### src/rtl/rf_pkg.sv
// rtl/rf_pkg.sv - shared constants, dump FSM state type and depth helper for rf_multiport
package rf_pkg;

  localparam int DATA_W_DEF = 16;
  localparam int ADDR_W_DEF = 4;
  localparam int NUM_RD_DEF = 2;

  // Number of entries addressed by an ADDR_W-bit address.
  function automatic int depth_of(input int addr_w);
    return 1 << addr_w;
  endfunction

  localparam int DEPTH_DEF = depth_of(ADDR_W_DEF);

  typedef enum logic [1:0] {
    IDLE = 2'd0,
    DUMP = 2'd1,
    DONE = 2'd2
  } dump_state_t;

endpackage

### src/rtl/rf_dump_seq.sv
// rtl/rf_dump_seq.sv - halt-triggered dump FSM and entry address counter
// Ports:
//   clk, rst_n   clock, asynchronous active-low reset
//   hlt          halt request; starts a dump from IDLE, releases DONE when low
//   idle         FSM is in IDLE (writes allowed)
//   dump_valid   registered; high for exactly DEPTH cycles per dump
//   dump_done    registered; high in DONE until hlt falls
//   cnt          entry address being presented
module rf_dump_seq
  import rf_pkg::*;
#(
  parameter int ADDR_W = ADDR_W_DEF
) (
  input  logic              clk,
  input  logic              rst_n,
  input  logic              hlt,
  output logic              idle,
  output logic              dump_valid,
  output logic              dump_done,
  output logic [ADDR_W-1:0] cnt
);

  dump_state_t state;

  // The last entry is the all-ones address, so the walk never wraps.
  localparam logic [ADDR_W-1:0] LAST = '1;

  always_ff @(posedge clk or negedge rst_n) begin
    if (!rst_n) begin
      state      <= IDLE;
      cnt        <= '0;
      dump_valid <= 1'b0;
      dump_done  <= 1'b0;
    end else begin
      case (state)
        IDLE: begin
          if (hlt) begin
            state      <= DUMP;
            cnt        <= '0;
            dump_valid <= 1'b1;
          end
        end
        DUMP: begin
          // hlt is ignored here: a started dump always runs to the end.
          if (cnt == LAST) begin
            state      <= DONE;
            dump_valid <= 1'b0;
            dump_done  <= 1'b1;
          end else begin
            cnt <= cnt + ADDR_W'(1);
          end
        end
        DONE: begin
          if (!hlt) begin
            state     <= IDLE;
            dump_done <= 1'b0;
            cnt       <= '0;
          end
        end
        default: begin
          state      <= IDLE;
          cnt        <= '0;
          dump_valid <= 1'b0;
          dump_done  <= 1'b0;
        end
      endcase
    end
  end

  assign idle = (state == IDLE);

endmodule

### src/rtl/rf_multiport.sv
// rtl/rf_multiport.sv - NUM_RD-read / 1-write register file with halt-triggered dump
// Optional feature macro: RF_WR_BYPASS_EN (same-edge write-to-read forwarding).
// Ports:
//   clk, rst_n        clock, asynchronous active-low reset
//   re, raddr, rdata  per-port read enable, address, registered read data (packed per port)
//   we, waddr, wdata  write port (writeback dst bus), honoured only while the dump FSM is idle
//   hlt               halt request starting a dump of every entry
//   dump_valid/addr/data/done  dump stream and completion flag
module rf_multiport
  import rf_pkg::*;
#(
  parameter int DATA_W   = DATA_W_DEF,
  parameter int ADDR_W   = ADDR_W_DEF,
  parameter int NUM_RD   = NUM_RD_DEF,
  parameter int ZERO_REG = 1
) (
  input  logic                     clk,
  input  logic                     rst_n,
  input  logic [NUM_RD-1:0]        re,
  input  logic [NUM_RD*ADDR_W-1:0] raddr,
  output logic [NUM_RD*DATA_W-1:0] rdata,
  input  logic                     we,
  input  logic [ADDR_W-1:0]        waddr,
  input  logic [DATA_W-1:0]        wdata,
  input  logic                     hlt,
  output logic                     dump_valid,
  output logic [ADDR_W-1:0]        dump_addr,
  output logic [DATA_W-1:0]        dump_data,
  output logic                     dump_done
);

  localparam int DEPTH = depth_of(ADDR_W);

  logic [DATA_W-1:0] mem [DEPTH];
  logic [DATA_W-1:0] rd_val [NUM_RD];
  logic              idle;
  logic              wr_en;
  logic [ADDR_W-1:0] cnt;

  rf_dump_seq #(
    .ADDR_W(ADDR_W)
  ) u_dump_seq (
    .clk       (clk),
    .rst_n     (rst_n),
    .hlt       (hlt),
    .idle      (idle),
    .dump_valid(dump_valid),
    .dump_done (dump_done),
    .cnt       (cnt)
  );

  // The core is halted outside IDLE, so writes are dropped there.
  assign wr_en = we && idle && !((ZERO_REG != 0) && (waddr == '0));

  always_ff @(posedge clk or negedge rst_n) begin
    if (!rst_n) begin
      for (int i = 0; i < DEPTH; i++) mem[i] <= '0;
    end else if (wr_en) begin
      mem[waddr] <= wdata;
    end
  end

  // Read value per port; the zero-entry rule is applied last so it wins over forwarding.
  always_comb begin
    for (int i = 0; i < NUM_RD; i++) begin
      rd_val[i] = mem[raddr[i*ADDR_W +: ADDR_W]];
`ifdef RF_WR_BYPASS_EN
      if (we && idle && (raddr[i*ADDR_W +: ADDR_W] == waddr)) rd_val[i] = wdata;
`endif
      if ((ZERO_REG != 0) && (raddr[i*ADDR_W +: ADDR_W] == '0)) rd_val[i] = '0;
    end
  end

  always_ff @(posedge clk or negedge rst_n) begin
    if (!rst_n) begin
      rdata <= '0;
    end else begin
      for (int i = 0; i < NUM_RD; i++) begin
        if (re[i]) rdata[i*DATA_W +: DATA_W] <= rd_val[i];
      end
    end
  end

  assign dump_addr = cnt;
  assign dump_data = !dump_valid                            ? '0 :
                     ((ZERO_REG != 0) && (cnt == '0))       ? '0 :
                                                              mem[cnt];

endmodule
### config.mk
export PLATFORM = sky130hd
export DESIGN_NAME = rf_multiport
export DESIGN_NICKNAME = d
export VERILOG_FILES = /design/src/rtl/rf_pkg.sv /design/src/rtl/rf_dump_seq.sv /design/src/rtl/rf_multiport.sv
export SDC_FILE = /design/constraint.sdc
export NUM_CORES = 1
export LEC_CHECK = 0
export BUFFER_PORTS_ARGS = -buffer_cell sky130_fd_sc_hd__buf_2
export CAP_MARGIN = 5
export CELL_PAD_IN_SITES_DETAIL_PLACEMENT = 1
export CELL_PAD_IN_SITES_GLOBAL_PLACEMENT = 2
export CORE_MARGIN = 2
export CORE_UTILIZATION = 35
export CTS_CLUSTER_SIZE = 12
export DETAILED_ROUTE_END_ITERATION = 12
export PLACE_DENSITY_LB_ADDON = 0.1
export SYNTH_ARGS = -nofsm -noshare
export SYNTH_HDL_FRONTEND = slang
export SYNTH_HIERARCHICAL = 1
export SYNTH_SLANG_ARGS = --single-unit
### constraint.sdc
create_clock -name clk -period 2.5 [get_ports clk]
set_clock_uncertainty 0.05 [all_clocks]
set_input_delay 0.5 -clock clk [delete_from_list [all_inputs] [get_ports clk]]
set_output_delay 0.5 -clock clk [all_outputs]
set_load 0.005 [all_outputs]
==> impl_metrics.tcl <==
set metrics [dict create \
    status "finished with violations" \
    violations "setup timing" \
    worst_pin_slew_ps 773.3 \
    relSlewSlack_pct 48.45 \
    slew_violations 0 \
    hold_depth 3 \
    grt_max_degree 55 \
    synth_fp_nets 1338 \
    cts.clk_slew.worst_paths_ps 60 \
    clockBufferDepth 3 \
    setup_viol 16 \
    synth.cell_area_um2 17500 \
    cts_buffers 38 \
    synthFlopType "dfrtp_1" \
    die-area_um2 51820 \
    layout_min_cycle_time_ps 2880 \
    synthCells 1303 \
    cts_tree "built" \
    h-tree-depth 2 \
    rsz0062_at_grt "true" \
    synth_top_cell_area_share_pct 42.32 \
    synth_area_leader_cell "dfrtp_1" \
    finalHoldViolations 0 \
    worst_r2r_path_depth 5 \
    antenna_found_initial 7 \
    synthDistinctLibCells 54 \
    drc 0 \
    total_power_mw 20.84 \
    fin_ws_ps -379.9 \
    fin_hold_ws_ps 257.8 \
    diodes 0 \
    grt_pass1_wl_mm 96.01 \
    synth_common_cells "dfrtp_1 (296), mux2_2 (215), mux2i_1 (145), mux4_2 (113), clkbuf_1 (71)" \
    synth_area_leaders "dfrtp_1 (42%), mux4_2 (15%), mux2_2 (14%), mux2i_1 (8.3%), mux2_4 (4.3%)" \
    drive_above_1_share_pct 47.18 \
    syn2layout_area_growth_pct 19.47 \
    grt_remaining_overflow 0 \
    insertion_delay_ps 560 \
    final-seq-area_um2 7416 \
    power.density_nw_per_um2 996.6 \
    ys_seq_area_share_pct 42.32 \
    dr_total_vias 12220 \
    critPathMaxFanout 10 \
    dp_slack_ps 41.37 \
    placed_cell_area_um2 19200 \
    post_drt_wl_per_cell_um 31.68 \
    rows 81 \
    async_flop_share_pct 100.0 \
    ir_worst_vdd_v 0.0004669 \
    hp-class "input port to flip-flop" \
    setup_tns_ps -5837 \
    period_share_pct 115.2 \
    drtPass1Iterations 4 \
    die_w_um 227.6 \
    dp_hpwl_mm 41.67 \
    fin_area_um2 20910 \
    track_usage_pct 26.07 \
    grt_pass1_vias 12830 \
    root_buffer "clkbuf_16" \
    cts_sinks 296 \
    required_ps 1950 \
    drt_iter0_markers 846 \
    drv_cap 0 \
    port_buffers 87 \
    critical_path.endpoint_type "output pin" \
    critical_path_class "flip-flop to output pin" \
    leakagePower_nw 9.404 \
    boundaryPins 88 \
    final_antenna_net_count 0 \
    synth-edff-count 0 \
    initial_core_util_pct 35.61 \
    routed_wl_mm 65.97 \
    fill_cells 4958 \
    synth.avg_cell_area_um2 13.43 \
    ys_ff_latch 296 \
    yosysWarnings 6 \
    gp_congestion 0.7787 \
    die_y_um 227.6 \
    clock.fmax_mhz 347.2 \
    nNetsFinal 1428 \
    cp.arrival_ps 2330 \
    start_kind "flip-flop" \
    viasPerCell 5.871 \
    multi_input_area_um2 9524 \
    yosysMostFrequentCell "dfrtp_1" \
    coreArea_um2 49150 \
]
## flip-flops by register name, summed over array words and instances, names as in the netlist
name / cells
u_dump_seq/dump_valid: 1
rdata: 32
mem: 256
u_dump_seq/cnt: 4
u_dump_seq/dump_done: 1
u_dump_seq/state: 2
## metal layers
metal / track usage [%] / vias to the layer above / part of all wire (%)
met5: 0 / - / 0.080
li1: - / 5223 / -
met2: 41.76 / 268 / 47
met4: 10.06 / 8 / 3.7
met1: 35.66 / 6608 / 45
met3: 4.024 / 116 / 4.0
## final cells by class
type | instances | area share, %
well taps | 664 | 3.973
clock buffers | 58 | 5.642
multi-input cells | 862 | 45.54
repair buffers | 189 | 8.747
flip-flops and latches | 296 | 35.46
clock inverters | 7 | 0.5265
inverters | 6 | 0.1077
## repair_timing
action	in CTS	in global routing
gates resized for setup	33	9
pin swaps	5	7
endpoints found under the hold margin	43	0
setup endpoints to repair	16	16
buffers inserted	12	2
hold buffers	1	0
cloned	3	2
## path summary, 6_finish.rpt
kind	slack, ps	start	endpoint
setup reg to reg	320	u_dump_seq/state[1]	mem[227]
hold / removal	260	hlt	u_dump_seq/state[0]
hold reg to reg	350	mem[255]	mem[255]
max in group asynchronous	1270	rst_n	mem[218]
min in group asynchronous	430	rst_n	mem[193]
setup / recovery	-380	u_dump_seq/cnt[1]	dump_data[10]
## worst max-delay path, cell delays in order (launching register included)
cell       delay [ps]
dfrtp_4           600
buf_4             210
o311ai_4          320
buf_12            170
clkbuf_16         200
o22ai_2           110
buf_2             160
## where the power goes
part           leakage (nW)  switching (mW)  internal [mW]
Combinational          4.79            3.22           4.30
Sequential             3.98            1.51           6.09
Clock                 0.637            2.18           3.54
Total                  9.40            6.91           13.9
## through the flow
stage	instances	util [%]
floorplan	1303	-
global placement	1998	39.07
detailed placement	1998	39.07
CTS	2079	42.36
global route	2082	42.55
finish	2082	42.55
## layout by cell type, fill, tap and decap left out, types with 16 or more instances in the layout
cell type and count:
nor2_1 33, buf_2 83, buf_4 56, mux2i_1 134, o31a_1 32, mux4_2 113, a2bb2oi_1 17, nand2_1 23
dfrtp_1 293, mux2_2 215, mux2_4 50, a21oi_1 18, o22ai_1 40, nor3_1 17, nor2b_1 32, clkbuf_16 43
buf_12 42, a221oi_1 16, o21ai_0 25
## cells by family after synthesis
| group | count (synthesis) | share of synthesized area, % |
|---|---|---|
| AND/OR/NAND/NOR | 141 | 4.496 |
| multiplexers | 529 | 41.34 |
| flip-flops | 296 | 42.32 |
| XOR/XNOR | 1 | 0.05004 |
| AO/OA/AOI/OAI | 190 | 7.620 |
| adder cells (fa/ha/maj) | 1 | 0.07147 |
| buffers and inverters | 145 | 4.110 |
Power figures use the tool's default switching activity.
